<file path="config.mk">
export PLATFORM = sky130hd
export DESIGN_NAME = ext_bus_sequencer
export DESIGN_NICKNAME = d
export VERILOG_FILES = /design/src/rtl/ext_bus_sequencer.sv
export SDC_FILE = /design/constraint.sdc
export NUM_CORES = 1
export LEC_CHECK = 0
export ABC_CLOCK_PERIOD_IN_PS = 1550
export CAP_MARGIN = 25
export CORE_MARGIN = 10
export CORE_UTILIZATION = 43
export CTS_CLUSTER_SIZE = 20
export DETAILED_ROUTE_END_ITERATION = 8
export GPL_TIMING_DRIVEN = 1
export HOLD_SLACK_MARGIN = 0.08
export PLACE_DENSITY = 0.76
export REMOVE_ABC_BUFFERS = 1
export SYNTH_ARGS = -nofsm -noshare
export SYNTH_HDL_FRONTEND = slang
export SYNTH_SLANG_ARGS = --single-unit
</file>
<file path="constraint.sdc">
create_clock -name clk -period 1.55 [get_ports clk]
set_input_delay 0.31 -clock clk [delete_from_list [all_inputs] [get_ports clk]]
set_output_delay 0.31 -clock clk [all_outputs]
set_load 0.01 [all_outputs]
</file>
<file path="src/rtl/ext_bus_sequencer.sv">
`default_nettype none
// ============================================================================
//  Module   : ext_bus_sequencer
//  Purpose  : Turns single CPU memory cycles (11-bit address, 8-bit data,
//             rnw) into a multiplexed external bus. The high address bits and
//             the control strobes go out on pad_out. The low address and the
//             data share the bidirectional uio pins. The strobe can be
//             stretched by an external wait line, and a timeout guard aborts
//             the access if that line never releases.
//  Revision : 1.0 - initial release
// ----------------------------------------------------------------------------
//  Parameters
//    WAIT_CYCLES   minimum strobe (oe_n/we_n low) length in cycles, 1..15
//    MAX_WAIT      extra cycles ext_wait may add before abort, 1..255
//  Ports
//    clk           clock, all logic on the rising edge
//    rst           synchronous reset, active high
//    req           CPU access request, sampled only while idle
//    rnw           1 = read, 0 = write (latched with req)
//    addr[10:0]    CPU address (latched with req)
//    wdata[7:0]    write data (latched with req)
//    ready         one-cycle completion pulse
//    rdata[7:0]    read data, valid with ready, held until next read
//    err           access aborted on timeout, held until next completion
//    ext_wait      external wait request, active high
//    pad_out[7:0]  {0, busy, we_n, oe_n, ale, addr[10:8]}
//    pad_io_in     uio input path
//    pad_io_out    uio output path (low address, then write data)
//    pad_io_oe     uio output enable, all bits equal, 1 = drive
// ============================================================================
module ext_bus_sequencer #(
    parameter int WAIT_CYCLES = 1,
    parameter int MAX_WAIT    = 255
) (
    input  logic        clk,
    input  logic        rst,
    input  logic        req,
    input  logic        rnw,
    input  logic [10:0] addr,
    input  logic [7:0]  wdata,
    output logic        ready,
    output logic [7:0]  rdata,
    output logic        err,
    input  logic        ext_wait,
    output logic [7:0]  pad_out,
    input  logic [7:0]  pad_io_in,
    output logic [7:0]  pad_io_out,
    output logic [7:0]  pad_io_oe
);

    // Terminal values of the two access counters.
    localparam logic [3:0] c_base_last = 4'(WAIT_CYCLES - 1);
    localparam logic [7:0] c_max_wait  = 8'(MAX_WAIT);
    localparam logic [7:0] c_abort_rd  = 8'hFF;

    typedef enum logic [2:0] {
        S_IDLE   = 3'd0,
        S_ALE    = 3'd1,
        S_TURN   = 3'd2,
        S_ACCESS = 3'd3,
        S_DONE   = 3'd4
    } state_t;

    state_t      r_state;

    // Latched request.
    logic        r_rnw;
    logic [7:0]  r_wdata;
    logic [2:0]  r_addr_hi;

    // Registered pad-facing signals.
    logic        r_ale;
    logic        r_oe_n;
    logic        r_we_n;
    logic        r_busy;
    logic [7:0]  r_io_out;
    logic        r_io_oe;

    // Registered CPU-facing signals.
    logic        r_ready;
    logic [7:0]  r_rdata;
    logic        r_err;

    // r_base_cnt counts the guaranteed strobe cycles. r_wait_cnt counts the
    // cycles added by ext_wait once the base time has elapsed.
    logic [3:0]  r_base_cnt;
    logic [7:0]  r_wait_cnt;

    logic        w_base_done;
    logic        w_timeout;

    // Both decode registered counters only, so no input reaches an output
    // without passing through a flop.
    assign w_base_done = (r_base_cnt == c_base_last);
    assign w_timeout   = (r_wait_cnt == c_max_wait);

    always_ff @(posedge clk) begin
        if (rst) begin
            r_state    <= S_IDLE;
            r_rnw      <= 1'b0;
            r_wdata    <= 8'h00;
            r_addr_hi  <= 3'd0;
            r_ale      <= 1'b0;
            r_oe_n     <= 1'b1;
            r_we_n     <= 1'b1;
            r_busy     <= 1'b0;
            r_io_out   <= 8'h00;
            r_io_oe    <= 1'b0;
            r_ready    <= 1'b0;
            r_rdata    <= 8'h00;
            r_err      <= 1'b0;
            r_base_cnt <= 4'd0;
            r_wait_cnt <= 8'd0;
        end else begin
            // ready is a single-cycle pulse. It is raised only on the edge
            // that enters DONE.
            r_ready <= 1'b0;

            case (r_state)
                S_IDLE: begin
                    r_busy <= 1'b0;
                    r_ale  <= 1'b0;
                    if (req) begin
                        r_rnw     <= rnw;
                        r_wdata   <= wdata;
                        r_addr_hi <= addr[10:8];
                        r_io_out  <= addr[7:0];
                        r_io_oe   <= 1'b1;
                        r_ale     <= 1'b1;
                        r_busy    <= 1'b1;
                        r_state   <= S_ALE;
                    end
                end

                S_ALE: begin
                    // Drop ale and prepare the data phase. A read releases the
                    // bus one full cycle before oe_n falls, so the memory never
                    // drives against the address still on the pins.
                    r_ale      <= 1'b0;
                    r_base_cnt <= 4'd0;
                    r_wait_cnt <= 8'd0;
                    if (r_rnw) begin
                        r_io_oe <= 1'b0;
                    end else begin
                        r_io_oe  <= 1'b1;
                        r_io_out <= r_wdata;
                    end
                    r_state <= S_TURN;
                end

                S_TURN: begin
                    r_oe_n  <= ~r_rnw;
                    r_we_n  <= r_rnw;
                    r_state <= S_ACCESS;
                end

                S_ACCESS: begin
                    if (!w_base_done) begin
                        r_base_cnt <= r_base_cnt + 4'd1;
                    end else if (!ext_wait) begin
                        // Normal completion. Read data is sampled on the edge
                        // that closes the last strobe cycle.
                        r_oe_n  <= 1'b1;
                        r_we_n  <= 1'b1;
                        r_ready <= 1'b1;
                        r_err   <= 1'b0;
                        if (r_rnw) begin
                            r_rdata <= pad_io_in;
                        end
                        r_state <= S_DONE;
                    end else if (w_timeout) begin
                        // Already stretched by MAX_WAIT cycles and still held
                        // off: abort. A read returns all ones.
                        r_oe_n  <= 1'b1;
                        r_we_n  <= 1'b1;
                        r_ready <= 1'b1;
                        r_err   <= 1'b1;
                        if (r_rnw) begin
                            r_rdata <= c_abort_rd;
                        end
                        r_state <= S_DONE;
                    end else begin
                        r_wait_cnt <= r_wait_cnt + 8'd1;
                    end
                end

                S_DONE: begin
                    // The write data has been held for one cycle after we_n
                    // rose. Release the bus and return to idle. A pending req
                    // is accepted on the next edge, so accesses are never
                    // back-to-back.
                    r_busy  <= 1'b0;
                    r_io_oe <= 1'b0;
                    r_state <= S_IDLE;
                end

                default: begin
                    r_state <= S_IDLE;
                end
            endcase
        end
    end

    assign ready      = r_ready;
    assign rdata      = r_rdata;
    assign err        = r_err;
    assign pad_out    = {1'b0, r_busy, r_we_n, r_oe_n, r_ale, r_addr_hi};
    assign pad_io_out = r_io_out;
    assign pad_io_oe  = {8{r_io_oe}};

endmodule
`default_nettype wire
</file>
==> impl_results.md <==
- Clock share of power: 30.8%
- Largest area contributor in the synthesized netlist: dfxtp_1
- WP data required: 1240 ps
- Antenna Nets Post-Route: 0
- Worst Path Max Fanout: 2
- Switch share: 26.5%
- Internal power: 2.18 mW
- Sequential Power Share: 47.1%
- Tmin final: 1520 ps
- Worst Setup End Kind: output pin
- Post-Synth XOR/XNOR Area: 0%
- Final global-route overflow total: 0
- Die width: 95.6 um
- Hold Crit Class: reg -> reg
- Yosys warns: 0
- Met3 WL post-DR: 584 um
- Dominant synthesized flop cell: dfxtp_1
- Main combinational cell family by area after synthesis: compound AO/OA/AOI/OAI gates
- Psw: 0.785 mW
- Multiplexer share of the synthesized area: 0%
- Initial DRC count: 134
- Reg2reg path depth: 6
- Final Hold Viols: 0
- Cell Rows: 27
- Relative slew margins: 66.5%
- Clk slew on worst S/H paths: 90 ps
- Largest cells by area after synthesis: dfxtp_1, nand2_1, a21oi_1, nor2_1, a211oi_2
- WS Path Type: reg -> out
- Critical Path AT: 1210 ps
- Post-Syn Area: 2460 sq um
- Crit path max-delay family: buffers and inverters
- Slowest cell on the critical path: clkdlybuf4s50_1
- DR WL/cell: 15.4 um
- LEAKAGE: 1.28 nW
- Inserted Diodes: 0
- Setup TNS Final: 0 ps
- CTS tree: yes
- Hold-fix buffers at CTS: 0
- Flops & latches, synth: 50
- Worst stage delay on the critical path: 550 ps
- Die area: 9140 sq um
- R2r setup slk: 30 ps
- Logic pwr share: 22.1%
- H-tree levels: 2
- Share of layout cells above drive strength 1: 21.2%
- Worst Max-Slew Pin Slew: 502 ps
- Nets: 402
- Post-layout util: 62.4%
- Sequential fraction of the synthesis area: 40.7%
- Setup crit start kind: flop
- IO Port Bufs: 64
- Initial Util: 44.4%
- Fin crit share: 98.2%
- Crit-path cells: clkdlybuf4s50_1
- Clock sink count: 50
- Root buf cell: clkbuf_8
- Vias in the first global route: 2288
- Worst vdd ir: 0.493 mV
- Post-Syn Area per Cell: 8.44 sq um
- DRC viols: 0
- I/O pin total: 66
- Clock Latency Late Sink: 310 ps
- Met1 Wirelength: 2.89 mm
- Cell depth of the worst hold path: 2
- Gr usage total: 14.4%
- Synth Instances: 291
- Post-Route WL: 6.79 mm
- Share of the synthesized area in the top cell type: 40.7%
- Hold Slack: 457 ps
- Max frequency: 0.657 GHz
- Max-cap violations: 0
- Status: finished clean
- R2R Path End: r_wait_cnt[7]
- First-pass GRT wire length: 10.8 mm
- DR top layer: met4
- Final HPWL DP: 5.01 mm
- Syn-to-layout area delta: 40.7%
- Met2 wire len: 3.27 mm
- Synth Area in Adders: 1.53%
- # fillers: 491
- PD cells: 857 nW/um^2
- Initial antenna violation count: 0
- Drt pass-1 iters: 4
- Post-synthesis cell type count: 44
- Simple-gate area share of the yosys netlist: 20.8%
- Worst Path Buf+Inv: 1
- Gp weighted congestion: 0.855
- Die height: 95.6 um
- FF-to-FF Start: r_wait_cnt[0]
- Compound-gate portion of the synthesized area: 26.1%
- Core Region: 5540 sq um
- Hold path startpoint: r_wdata[1]
- Cts bufs inserted: 5
- DR vias/cell: 5.42
- Clock tree buffer depth: 2
- Vias: 2385
- Largest net degree at the start of global routing: 24
- Hold Crit Endpoint: r_wdata[1]
- Async SR Flop Fraction: 0%
- Slew Limit Fails: 0
- Final Setup Violations: 0
- Post-synth EDFFs: 0
- Clk_skew: 10.1 ps
## metal layers
layer / track usage [%] / vias up
li1: - / 1172
met3: 4.08 / 7
met5: 0 / -
met2: 25.6 / 85
met4: 3.07 / 0
met1: 16.6 / 1121
## final cells by class
class                      instances  area (sq um)  area share (%)
clock inverter                     1          30.0           0.868
tap                               72          90.1            2.60
multi-input combinational        199          1250            36.2
inverter                           6          22.5           0.651
sequential                        50          1000            29.1
clock buffer                       7          76.3            2.21
timing repair buffer             105           983            28.4
## layout by cell type, fill, tap and decap left out, types with 5 or more instances in the layout
cell type and n:
clkdlybuf4s50_1 53, dfxtp_1 47, nand2_1 40, buf_4 36, nor2_1 28, a21oi_1 21
o21ai_0 13, a31oi_1 12, a311oi_1 8, a211oi_2 8, dlygate4sd2_1 8, nor3_1 7
inv_1 6, a211oi_1 5, clkbuf_8 5
## repair_timing
item	in CTS	in global routing
setup endpoints to repair	28	23
buffers inserted	1	5
gates resized for setup	16	12
pin swaps	2	4
cloned	0	1
## registers in the layout, indices dropped and copies added, names as in the netlist
signal	cells
rdata	8
r_wdata	8
r_oe_n	1
r_state	3
r_we_n	1
err	1
r_wait_cnt	8
r_ale	1
r_io_oe	1
pad_io_out	8
r_busy	1
r_rnw	1
r_base_cnt	4
r_addr_hi	3
ready	1
## worst max path at each step
stage	startpoint	slack [ps]	to	cells past startpoint
after floorplan	r_wait_cnt[0]	-250	rdata[0]	5
after global placement	ext_wait	-170	r_wait_cnt[6]	6
after detailed placement	req	-200	pad_io_out[1]	6
after CTS	r_wait_cnt[0]	-20	rdata[2]	6
after global routing	r_wait_cnt[0]	-30	r_wait_cnt[7]	6
final	rdata[2]	30	rdata[2]	1
## power by group through the flow
stage	sequential, mW	clock, mW	combinational, mW
global route	1.41	0.966	0.710
finish	1.40	0.913	0.654
CTS	1.40	0.923	0.645
detailed placement	1.43	0	0.656
floorplan	1.47	0	0.203
global placement	1.42	0	0.646
## worst register-to-register path: cells and delay by family (launching register included)
family / cells / cell delay [ps]
flip-flops: 1 / 360
AO/OA/AOI/OAI: 3 / 710
buffers and inverters: 2 / 220
AND/OR/NAND/NOR: 1 / 120
## cells in the mapped netlist (2+ instances only)
| cell type | count |
|---|---|
| ha_1 | 3 |
| nand4_1 | 2 |
| nand2b_1 | 3 |
| nand2_1 | 40 |
| a21oi_1 | 21 |
| buf_6 | 6 |
| a311oi_2 | 2 |
| buf_4 | 13 |
| nor3_1 | 7 |
| a21o_1 | 3 |
| nand3_1 | 5 |
| a311oi_1 | 8 |
| o21a_1 | 5 |
| o21ai_1 | 2 |
| nand3b_1 | 3 |
| a31oi_1 | 12 |
| inv_1 | 6 |
| nor4_1 | 3 |
| dfxtp_1 | 50 |
| o21ai_0 | 15 |
| nor2b_1 | 3 |
| nor2_1 | 28 |
| or3_1 | 2 |
| clkbuf_1 | 13 |
| buf_2 | 5 |
| a211oi_2 | 8 |
| a211oi_1 | 5 |
| and3_1 | 2 |
## stage by stage
step / setup slack [ps] / power [mW] / area [sq um] / std cells
after floorplan: -251 / 1.67 / 2220 / 254
after global placement: -168 / 2.07 / 3240 / 425
after detailed placement: -202 / 2.08 / 3240 / 425
after CTS: -20.6 / 2.97 / 3360 / 434
after global routing: -25.5 / 3.08 / 3460 / 440
final: 28.0 / 2.96 / 3460 / 440
## kinds of logic (layout without fill, tap and decap cells)
family,Yosys count,after routing
and+or+nand+nor,105,106
AOI/OAI and AO/OA,89,89
DFF,50,50
buffers and inverters,43,119
adders and majority gates,3,3
other,1,1
Note: power is estimated with default switching activity, not from simulation.
